--- src/rtl/ssram_arbiter.sv ---
// Two-master (CPU/VGA) round-robin Wishbone arbiter in front of the SSRAM controller.
// Optional per-tenure ack limit: define SSRAM_ARB_BURST_LIMIT_EN.
module ssram_arbiter #(
    parameter int unsigned MAX_BURST = 8,
    parameter int unsigned AW        = 22
) (
    input  logic          clk_i,
    input  logic          rst_i,

    input  logic          cpu_cyc_i,
    input  logic [AW-1:0] cpu_adr_i,
    input  logic [3:0]    cpu_sel_i,
    input  logic          cpu_we_i,
    input  logic [31:0]   cpu_dat_i,
    output logic          cpu_ack_o,

    input  logic          vga_cyc_i,
    input  logic [AW-1:0] vga_adr_i,
    input  logic [3:0]    vga_sel_i,
    input  logic          vga_we_i,
    input  logic [31:0]   vga_dat_i,
    output logic          vga_ack_o,

    output logic          cyc_o,
    output logic          stb_o,
    output logic [AW-1:0] adr_o,
    output logic [3:0]    sel_o,
    output logic          we_o,
    output logic [31:0]   dat_o,
    input  logic          ack_i,

    output logic          cpu_gnt,
    output logic          vga_gnt
);

    typedef enum logic [1:0] {
        StIdle,
        StCpu,
        StVga
    } state_e;

    localparam logic OwnerCpu = 1'b0;
    localparam logic OwnerVga = 1'b1;

    if (MAX_BURST < 1 || MAX_BURST > 255) begin : g_bad_max_burst
        $error("MAX_BURST must be in 1..255");
    end

    state_e state_q, state_d;
    logic   last_owner_q, last_owner_d;
    logic   limit_cpu, limit_vga;

`ifdef SSRAM_ARB_BURST_LIMIT_EN
    logic [7:0] ack_cnt_q, ack_cnt_d;
    logic       limit_hit;

    assign limit_hit = ack_i && (ack_cnt_q == 8'(MAX_BURST - 1));
    assign limit_cpu = limit_hit && vga_cyc_i;
    assign limit_vga = limit_hit && cpu_cyc_i;

    // Counts acks within one tenure; cleared on every grant change, saturates at 255.
    always_comb begin
        ack_cnt_d = ack_cnt_q;
        if (state_d != state_q) begin
            ack_cnt_d = 8'd0;
        end else if (ack_i && state_q != StIdle && ack_cnt_q != 8'hFF) begin
            ack_cnt_d = ack_cnt_q + 8'd1;
        end
    end

    always_ff @(posedge clk_i) begin
        if (rst_i) begin
            ack_cnt_q <= 8'd0;
        end else begin
            ack_cnt_q <= ack_cnt_d;
        end
    end
`else
    assign limit_cpu = 1'b0;
    assign limit_vga = 1'b0;
`endif

    always_comb begin
        state_d = state_q;
        unique case (state_q)
            StIdle: begin
                if (cpu_cyc_i && vga_cyc_i) begin
                    state_d = (last_owner_q == OwnerVga) ? StCpu : StVga;
                end else if (cpu_cyc_i) begin
                    state_d = StCpu;
                end else if (vga_cyc_i) begin
                    state_d = StVga;
                end
            end
            StCpu: begin
                if (!cpu_cyc_i) begin
                    state_d = vga_cyc_i ? StVga : StIdle;
                end else if (limit_cpu) begin
                    state_d = StVga;
                end
            end
            StVga: begin
                if (!vga_cyc_i) begin
                    state_d = cpu_cyc_i ? StCpu : StIdle;
                end else if (limit_vga) begin
                    state_d = StCpu;
                end
            end
            default: state_d = StIdle;
        endcase
    end

    // A tenure starts whenever the next state is a grant state different from the current one.
    always_comb begin
        last_owner_d = last_owner_q;
        if (state_d != state_q) begin
            if (state_d == StCpu) begin
                last_owner_d = OwnerCpu;
            end else if (state_d == StVga) begin
                last_owner_d = OwnerVga;
            end
        end
    end

    always_ff @(posedge clk_i) begin
        if (rst_i) begin
            state_q      <= StIdle;
            last_owner_q <= OwnerCpu;
        end else begin
            state_q      <= state_d;
            last_owner_q <= last_owner_d;
        end
    end

    assign cpu_gnt   = (state_q == StCpu);
    assign vga_gnt   = (state_q == StVga);

    assign cpu_ack_o = ack_i & cpu_gnt;
    assign vga_ack_o = ack_i & vga_gnt;

    assign cyc_o     = (cpu_gnt & cpu_cyc_i) | (vga_gnt & vga_cyc_i);
    assign stb_o     = cyc_o;

    assign adr_o     = vga_gnt ? vga_adr_i : cpu_adr_i;
    assign sel_o     = vga_gnt ? vga_sel_i : cpu_sel_i;
    assign we_o      = vga_gnt ? vga_we_i  : cpu_we_i;
    assign dat_o     = vga_gnt ? vga_dat_i : cpu_dat_i;

endmodule
--- config.mk ---
export PLATFORM = sky130hd
export DESIGN_NAME = ssram_arbiter
export DESIGN_NICKNAME = d
export VERILOG_FILES = /design/src/rtl/ssram_arbiter.sv
export SDC_FILE = /design/constraint.sdc
export NUM_CORES = 1
export LEC_CHECK = 0
export CAP_MARGIN = 25
export CORE_AREA = 10 10 64 66
export CTS_BUF_LIST = sky130_fd_sc_hd__clkbuf_16
export DETAILED_ROUTE_END_ITERATION = 6
export DIE_AREA = 0 0 74 76
export DONT_BUFFER_PORTS = 1
export SYNTH_ARGS = -nofsm -noshare
export SYNTH_HDL_FRONTEND = slang
export SYNTH_SLANG_ARGS = --single-unit
--- constraint.sdc ---
create_clock -name clk_i -period 2.2 [get_ports clk_i]
set_input_delay 0.44 -clock clk_i [delete_from_list [all_inputs] [get_ports clk_i]]
set_output_delay 0.44 -clock clk_i [all_outputs]
set_load 0.02 [all_outputs]
# --- Yosys cells after proc, flatten, opt, wreduce, memory -nomap -nowiden ---
# Cells that the tools add are included.
word_totals:
  regBits: 3
  input_bits: 123
  output_inout_bits: 65
  word_cells: 31
op_classes:
  n_eq_ne: 5
  muxes: 15
  bitwise: 5
  n_reduce_logical: 4
op_table:
  columns: ["op", "n"]
  rows:
  - ["$mux 32", 1]
  - ["$mux 22", 1]
  - ["$mux 2", 7]
  - ["$pmux 2 s3", 1]
  - ["$and 1x1->1", 4]
  - ["$eq 2x1->1 const B", 2]
  - ["$eq 2x2->1 const B", 2]
  - ["$mux 1", 4]
  - ["$mux 4", 1]
  - ["$logic_not 2->1", 1]
  - ["$ne 2x2->1", 1]
  - ["$reduce_and 2->1", 1]
  - ["$reduce_bool 2->1", 1]
  - ["$logic_and 1x1->1", 1]
  - ["$or 1x1->1", 1]

# --- Depth between registers and ports, before layout ---
# Gate-level depths: netlist (run 1).
logic_depth:
  ltp_word: 7
  ltp_mapped: 7
  mapped_depth_nobuf: 6

# --- Worst setup path after synthesis (run 1) ---
# No wires, ideal clock.
synth_path:
  kind: "flip-flop to output port"
  start: "register state_q[1]"
  end: "output port dat_o[23]"
  t_arrival_ns: 1.290
  required_time_ns: 1.760
  path_slack_ns: 0.470
  path_stages_with_launch: 5
  path_buffers: 1
  path_cell_list: "dfxtp_1 -> inv_2 -> nor2_2 -> buf_4 -> mux2_2"
synth_via:
  elab_chain_cells: 2
synth_rtl:
  columns: ["item", "line", "text"]
  rows:
  - ["start, declared", "49", "state_e state_q, state_d;"]
  - ["start signal, assigned", "127", "state_q <= StIdle;"]
  - ["start signal, assigned", "130", "state_q <= state_d;"]
  - ["$eq 2x2->1", "136", "assign vga_gnt = (state_q == StVga);"]
  - ["via vga_gnt", "33", "output logic vga_gnt"]
  - ["$mux 32", "147", "assign dat_o = vga_gnt ? vga_dat_i : cpu_dat_i;"]
  - ["end, declared", "29", "output logic [31:0] dat_o,"]
# The timed path passes the listed nets, and every way through them passes these cells.

# --- Worst setup path in the final report (run 1) ---
layout_path:
  start: "register state_q[1]"
  end: "output port dat_o[19]"
layout_via:
  elab_chain_cells: 2
layout_rtl:
  columns: ["item", "line"]
  rows:
  - ["$eq 2x2->1", "136"]
  - ["$mux 32", "147"]
# No other way between the ends.

==> out/qor.yml, run 1 <==
post_cts_buffers: 0
critical_path_required_ns: 1.76
postRouteAntennaNets: 0
syn2layout_area_growth_pct: 11.50
power.leakage_nw: 0.3912
grt_pass1_wl_microns: 6741
rrSetupSlack_ns: 0.45
cts-htree-levels: 1
fin_nets: 218
p_per_area_mw_per_mm2: 702.0
antenna_found_initial: 0
fin_skew_ns: 0.001297
crit_chain: "inv_2 -> nor2_4 -> buf_6 -> mux2_1"
grt_usage_pct: 15.48
cp_num_buf_inv: 2
worstSetupStartpointType: "register"
clk_transition_reported_paths_ns: 0.03
instances_no_fill: 126
crit_family: "multiplexers"
grt_max_degree: 32
initial_utilization_pct: 31.97
wl_microns: 5083
maxSlewViolCount: 0
gp_congestion: 0.7935
critPathMaxFanout: 30
die-height_microns: 76
setup-tns-final_ns: 0
numPortBuffers: 0
synth_seq_area_share_pct: 6.417
cts.sinks: 3
ir_worst_vdd_v: 0.0005796
layout_commonest_cell: "mux2_2"
remaining_drc_errors: 0
wl_per_cell_microns: 40.34
drtPass1Iterations: 4
synth_warnings: 0
syn_nets: 217
root_buffer: "clkbuf_16"
max_freq_mhz: 485.2
pre_cts_ws_ns: 0.3096
syn_avg_cell_area_sq_um: 10.06
total_power_mw: 0.7326
dp.cells: 122
fin_util_pct: 35.64
outcome: "finished, final reports clean"
worst_pin_slew_ns: 0.3938
drive_gt1_share_pct: 47.31
min_path_type: "primary input to register"
ys_ff_latch: 3
core_area_sq_mm: 0.002928
cp-end-kind: "output port"
relSlewSlack_pct: 73.68
max_stage_delay_ns: 0.46
rows: 20
overflow: 0
cp.arrival_ns: 1.62
min_period_over_period_pct: 93.69
max-cap-violations: 0
ios: 188
worst-setup-path-type: "register to output port"
synth_cells: 93
num_vias: 808
diodes: 0
grt_pass1_vias: 884
fp.dieArea_sq_mm: 0.005624
layout_common_cells: "35 x mux2_2, 25 x mux2_1"
numCtsBuffers: 3
setup_ws_ns: 0.1389
syn_area_sq_um: 935.9
rsz0062_at_grt: "false"
synth.distinct_cells: 21
cts_tree: "done"
dp_hpwl_microns: 4644
cts_max_path_buffers: 2
first_iter_violations: 24
final_hold_viol_count: 0
setup_viol: 0
clk_latency_ns: 0.22
crit_slowest_cell: "mux2_1"
fin_crit_ns: 2.061
routed_via_density: 6.413
die_w_microns: 74
## Yosys cell counts
cell | n | area (sq um)
dfxtp_1 | 3 | 60.06
nand3b_1 | 2 | 15.01
o22ai_1 | 1 | 6.260
nor2_2 | 1 | 6.260
and2_1 | 3 | 18.77
a21oi_1 | 1 | 5.000
or4_1 | 1 | 7.510
ha_1 | 1 | 12.51
o211a_1 | 1 | 10.01
nand2_1 | 1 | 3.750
o21ai_0 | 1 | 5.000
nand4b_1 | 1 | 8.760
nor2_1 | 3 | 11.26
nor2b_1 | 2 | 12.51
buf_6 | 1 | 11.26
inv_2 | 1 | 3.750
mux2_1 | 25 | 281.5
buf_4 | 7 | 52.55
and3_1 | 1 | 6.260
mux2_2 | 35 | 394.1
inv_1 | 1 | 3.750
## state kept, by name (all words and copies together), names as in the netlist
| name | cells |
|---|---|
| last_owner_q | 1 |
| state_q | 2 |
## final cells by class
cell class	instances	area, sq um
inverters	2	7.507
multi-input cells	80	809.5
clock inverters	1	3.754
fillers	300	1884
clock buffers	3	75.07
flip-flops and latches	3	60.06
well taps	33	41.29
repair buffers	4	46.29
## report_power, final
| part | switching (mW) | leakage (nW) | internal (mW) | total, mW |
|---|---|---|---|---|
| Combinational | 0.246 | 0.324 | 0.128 | 0.375 |
| Sequential | 0.00880 | 0.0248 | 0.0618 | 0.0706 |
| Clock | 0.0527 | 0.0423 | 0.235 | 0.287 |
## cell families after synthesis
family / count (synthesis) / share of synthesized area [%]
mux: 60 / 72.19
simple gates: 15 / 9.626
flops: 3 / 6.417
buf+inv: 10 / 7.619
compound gates: 4 / 2.807
fa+ha+maj: 1 / 1.337
## metrics by stage
stage                     hold WS [ns]  instance area, sq um
after CTS                       0.3625                  1040
after floorplan                 0.5753                 935.9
final                           0.3623                  1044
after detailed placement        0.5961                 960.9
after global routing            0.3695                  1044
after global placement          0.5915                 960.9
## routing by layer
| metal | wire length [microns] | GRT usage [%] | share of wire, % |
|---|---|---|---|
| met1 | 1657 | 15.54 | 33 |
| met2 | 2830 | 29.27 | 56 |
| met3 | 573 | 5.599 | 11 |
| met4 | 22 | 2.239 | 0.43 |
| met5 | 0 | 0 | 0 |
## final timing paths
kind / from / end / cells past startpoint
worst min register to register: last_owner_q / last_owner_q / 2
worst max-delay path: state_q[1] / dat_o[19] / 4
worst max register to register: state_q[0] / last_owner_q / 6
worst min-delay path: vga_cyc_i / state_q[1] / 1
## what timing repair did
action	CTS	global route
hold buffers	0	0
endpoints found under the setup margin	0	20
gates resized for setup	0	1
No activity file was read; power rests on OpenSTA's default activity.
==> run 2, diff against run 1 <==
--- a/config.mk
+++ b/config.mk
@@ -11,6 +11,7 @@
 export DETAILED_ROUTE_END_ITERATION = 6
 export DIE_AREA = 0 0 74 76
 export DONT_BUFFER_PORTS = 1
+export PLACE_DENSITY_LB_ADDON = 0.2
 export SYNTH_ARGS = -nofsm -noshare
 export SYNTH_HDL_FRONTEND = slang
 export SYNTH_SLANG_ARGS = --single-unit
==> run 2 against run 1 <==
Non-clock buffer count unchanged. Fmax increased by 1.1%. Final cell count unchanged. Combinational power is 1% lower. First-iteration DRC count shrank 13%. Cell area unchanged. Clock power hardly changed. Critical path depth did not move. Critical path type unchanged. Largest power group unchanged.
==> out/qor.yml, run 2 (synthesized netlist as in run 1, its figures left out) <==
power.leakage_nw: 0.3912
cts_max_path_buffers: 2
grt_pass1_wl_microns: 6568
wl_per_cell_microns: 37.98
min_path_type: "primary input to register"
min_period_over_period_pct: 92.71
cp_num_buf_inv: 2
dp_hpwl_microns: 4374
clkPwrFrac_pct: 39.5
antenna_found_initial: 1
pre_cts_ws_ns: 0.3195
num_vias: 766
diodes: 0
p_switching_mw: 0.3066
crit_chain: "inv_2 -> nor2_4 -> buf_6 -> mux2_1"
syn2layout_area_growth_pct: 11.50
p_per_area_mw_per_mm2: 700.3
outcome: "finished, final reports clean"
cp-end-kind: "output port"
crit_slowest_cell: "mux2_1"
worstReg2RegStart: "state_q[0]"
overflow: 0
setup_ws_ns: 0.1604
instances_no_fill: 126
post_cts_buffers: 0
final_hold_viol_count: 0
maxSlewViolCount: 0
clk_transition_reported_paths_ns: 0.03
postRouteAntennaNets: 0
cp.arrival_ns: 1.60
max-cap-violations: 0
grt_usage_pct: 15.01
fin_skew_ns: 0.002746
worstSetupStartpointType: "register"
cts_tree: "done"
clk_latency_ns: 0.23
wl_microns: 4786
critical_path_required_ns: 1.76
remaining_drc_errors: 0
setup-tns-final_ns: 0
worst-setup-path-type: "register to output port"
switching_share_pct: 41.96
top_register: "state_q"
initial_utilization_pct: 31.97
cts.sinks: 3
rows: 20
root_buffer: "clkbuf_16"
relSlewSlack_pct: 74.72
critPathMaxFanout: 27
grt_pass1_vias: 892
die-height_microns: 76
ios: 188
worstSetupEndpoint: "dat_o[8]"
cts-htree-levels: 1
reg2reg_depth: 6
layout_commonest_cell: "mux2_2"
ir_worst_vdd_v: 0.0005689
numCtsBuffers: 3
internal-power_mw: 0.4241
critPathLaunch: "state_q[1]"
gp_congestion: 0.7440
rrSetupSlack_ns: 0.49
largest_register_ffs: 2
dp.cells: 122
setup_viol: 0
drtPass1Iterations: 2
cp_num_cells: 4
worstReg2RegEnd: "last_owner_q"
first_iter_violations: 21
fin_crit_ns: 2.040
max_freq_mhz: 490.3
crit_family: "multiplexers"
routed_via_density: 6.079
seqPwrFrac_pct: 9.6
rsz0062_at_grt: "false"
hold_ws_ns: 0.3612
combPwrFrac_pct: 50.8
fp.dieArea_sq_mm: 0.005624
layout_common_cells: "35 x mux2_2, 25 x mux2_1"
numPortBuffers: 0
fin_nets: 218
die_w_microns: 74
drive_gt1_share_pct: 47.31
core_area_sq_mm: 0.002928
max_stage_delay_ns: 0.46
grt_max_degree: 35
worst_pin_slew_ns: 0.3784
cts_hold_buf: 0
largestRegisters: "state_q: 2 flops, last_owner_q: 1 flops"
[run 2: worst min-delay path by stage]
stage	start	endpoint	slack, ns	cells after the start
after floorplan	last_owner_q	last_owner_q	0.58	2
after global placement	vga_cyc_i	state_q[1]	0.59	1
after detailed placement	vga_cyc_i	state_q[1]	0.59	1
after CTS	vga_cyc_i	state_q[1]	0.36	1
after global routing	vga_cyc_i	state_q[1]	0.37	1
final	vga_cyc_i	state_q[1]	0.36	1
[run 2: power by group through the flow]
| stage | clock, mW | sequential [mW] | combinational (mW) |
|---|---|---|---|
| finish | 0.289 | 0.0704 | 0.371 |
| floorplan | 0 | 0.0669 | 0.337 |
| detailed placement | 0 | 0.0712 | 0.373 |
| global placement | 0 | 0.0707 | 0.374 |
| global route | 0.300 | 0.0715 | 0.394 |
| CTS | 0.294 | 0.0704 | 0.376 |
[run 2: metal layers]
metal / share of wire (%) / GRT usage [%] / vias to the layer above
met3: 14 / 7.943 / 5
met4: 0.61 / 3.358 / 2
met2: 58 / 29.44 / 67
li1: - / - / 344
met1: 27 / 12.23 / 348
met5: 0.27 / 0 / -
[run 2: area by class of cell]
type	count	area (sq um)
fill	293	1884
multi-input combinational	80	809.5
clock buffer	3	75.07
sequential	3	60.06
timing repair buffer	4	46.29
tap	33	41.29
inverter	2	7.507
clock inverter	1	3.754
[run 2: per-stage QoR]
step	util, %	area, sq um	total power, mW
finish	35.64	1044	0.7308
global route	35.64	1044	0.7658
CTS	35.51	1040	0.7401
detailed placement	32.82	960.9	0.4442
global placement	32.82	960.9	0.4450
floorplan	-	935.9	0.4044
[run 2: timing repair]
action                     in CTS  in global routing
hold endpoints to repair        0                  0
setup endpoints to repair       0                 27
resized for setup               0                  1
==> run 3, diff against run 2 <==
--- a/config.mk
+++ b/config.mk
@@ -5,11 +5,15 @@
 export SDC_FILE = /design/constraint.sdc
 export NUM_CORES = 1
 export LEC_CHECK = 0
+export ABC_AREA = 1
 export CAP_MARGIN = 25
-export CORE_AREA = 10 10 64 66
+export CELL_PAD_IN_SITES_DETAIL_PLACEMENT = 0
+export CELL_PAD_IN_SITES_GLOBAL_PLACEMENT = 1
+export CORE_ASPECT_RATIO = 0.75
+export CORE_MARGIN = 10
+export CORE_UTILIZATION = 30
 export CTS_BUF_LIST = sky130_fd_sc_hd__clkbuf_16
 export DETAILED_ROUTE_END_ITERATION = 6
-export DIE_AREA = 0 0 74 76
 export DONT_BUFFER_PORTS = 1
 export PLACE_DENSITY_LB_ADDON = 0.2
 export SYNTH_ARGS = -nofsm -noshare
==> run 3 against run 2 <==
Global-route usage shrank 0.28 points. Clock-buffer cell count is the same. Worst setup slack gained 0.10 ns. Critical path depth is 1 higher.
==> out/qor.yml, run 3 <==
drive_gt1_share_pct: 5.628
fin_skew_ns: 0.002665
setup_viol: 0
cts_resized: 0
clk_transition_reported_paths_ns: 0.03
overflow: 0
grt_max_degree: 30
synthArstFlopShare_pct: 0
synth_most_common_cell: "nand2_1"
cts_hold_buf: 0
routed_via_density: 4.881
synth_area_leader_cell: "nand2_1"
cp.arrival_ns: 1.50
min_path_type: "primary input to register"
p_per_area_mw_per_mm2: 1110
worstHoldStart: "rst_i"
critical_path_required_ns: 1.76
syn2layout_area_growth_pct: 14.95
antenna_found_initial: 0
synth.distinct_cells: 17
power.leakage_nw: 0.7435
gp_congestion: 0.8078
synth_edf_count: 0
root_buffer: "clkbuf_16"
synth_compound_area_share_pct: 2.991
yosys-top-cells-count: "188 x nand2_1, 10 x clkbuf_1, 9 x inv_1"
grt_usage_pct: 14.73
relSlewSlack_pct: 73.56
synth_simple_gate_area_share_pct: 79.84
critPathMaxFanout: 18
worst_pin_slew_ns: 0.3951
fin_nets: 356
worstReg2RegEnd: "last_owner_q"
synth_warnings: 0
diodes: 0
remaining_drc_errors: 0
setup-tns-final_ns: 0
place_area_sq_mm: 0.001027
rrSetupSlack_ns: 0.51
cts-htree-levels: 1
dp_hpwl_microns: 4371
ios: 188
netlist.area_leader.share_pct: 73.34
rows: 17
synth_top_family_by_area: "simple AND/OR/NAND/NOR gates"
hold_depth: 1
max-cap-violations: 0
numPortBuffers: 0
die_w_microns: 85.40
rsz0062_at_grt: "false"
final_hold_viol_count: 0
numCtsBuffers: 3
cts.sinks: 3
outcome: "finished, final reports clean"
wl_per_cell_microns: 18.36
ys_ff_latch: 3
fin_area_sq_mm: 0.001106
reg2reg_depth: 10
ys_top_cells_by_area: "nand2_1 73%, dfxtp_1 6.2%, clkbuf_1 3.9%, inv_1 3.5%, nand3_1 2.1%"
largestRegisters: "state_q: 2 flops, last_owner_q: 1 flops"
max_freq_mhz: 516.4
post_cts_buffers: 0
ir_worst_vdd_v: 0.0003454
num_vias: 1313
min_period_over_period_pct: 88.02
synthAdderAreaFrac_pct: 1.300
layout_commonest_cell: "nand2_1"
layout_common_cells: "188 x nand2_1, 10 x inv_1, 7 x buf_4"
clk_latency_ns: 0.23
postRouteAntennaNets: 0
worst-setup-path-type: "register to output port"
die-height_microns: 69.05
synth.area.mux_share_pct: 0
syn_area_sq_um: 962.2
cp-end-kind: "output port"
ys_dominant_reg_cell: "dfxtp_1"
first_iter_violations: 42
cts_tree: "done"
synth_seq_area_share_pct: 6.242
maxSlewViolCount: 0
wl_microns: 4938
worstReg2RegStart: "state_q[1]"
grt_pass1_wl_microns: 7348
cts_max_path_buffers: 2
fp.dieArea_sq_mm: 0.005896
largest_register_ffs: 2
synth-xor-area-share_pct: 0
grt_pass1_vias: 1444
initial_utilization_pct: 32.08
syn_nets: 356
syn_avg_cell_area_sq_um: 4.147
top_register: "state_q"
worstSetupStartpointType: "register"
fin_crit_ns: 1.936
synth_cells: 232
worstHoldEndpoint: "state_q[0]"
drtPass1Iterations: 4
core_area_sq_mm: 0.002999
## run 3: cells by family after synthesis
| group | Yosys count |
|---|---|
| AOI/OAI and AO/OA | 5 |
| and+or+nand+nor | 200 |
| adders and majority gates | 1 |
| DFF | 3 |
| buffers and inverters | 23 |
## run 3: cell type report
class | count | area [sq um]
Fill cell | 343 | 1893
Inverter | 10 | 37.54
Clock buffer | 3 | 75.07
Timing Repair Buffer | 8 | 72.57
Clock inverter | 1 | 3.754
Tap cell | 38 | 47.55
Sequential cell | 3 | 60.06
Multi-Input combinational cell | 206 | 809.5
## run 3: where the power goes
part / switching [mW] / internal (mW) / leakage (nW)
Sequential: 0.0118 / 0.0707 / 0.0249
Combinational: 0.673 / 0.184 / 0.676
Clock: 0.0533 / 0.235 / 0.0423
## run 3: worst max path at each step
| stage | start | end | slack, ns |
|---|---|---|---|
| after floorplan | state_q[0] | adr_o[0] | 0.69 |
| after global placement | state_q[0] | dat_o[3] | 0.52 |
| after detailed placement | state_q[0] | adr_o[8] | 0.49 |
| after CTS | state_q[0] | adr_o[8] | 0.25 |
| after global routing | state_q[0] | adr_o[13] | 0.13 |
| final | state_q[0] | adr_o[15] | 0.26 |
## run 3: stage by stage
step	cells	utilization, %	hold WS, ns	worst slack (ns)	power, mW
global route	269	36.88	0.2878	0.1267	1.341
detailed placement	265	34.25	0.4743	0.4879	0.9542
global placement	265	34.25	0.4830	0.5232	0.9597
finish	269	36.88	0.2827	0.2636	1.228
floorplan	232	-	0.4516	0.6852	0.8120
CTS	269	36.88	0.2810	0.2460	1.248
## run 3: per-layer routing
metal	up-vias	routed length [microns]	share of wire, %	GRT usage, %
li1	684	-	-	-
met1	520	1491	30	11.74
met2	105	2594	53	28.63
met3	4	809	16	8.548
met4	0	42	0.85	4.891
met5	-	0	0	0
## run 3: critical path, stage by stage (launching register included)
cell and delay [ns]:
dfxtp_1 0.45, nor2_4 0.08, inv_2 0.26, buf_4 0.23, nand2_1 0.06, nand2_1 0.18
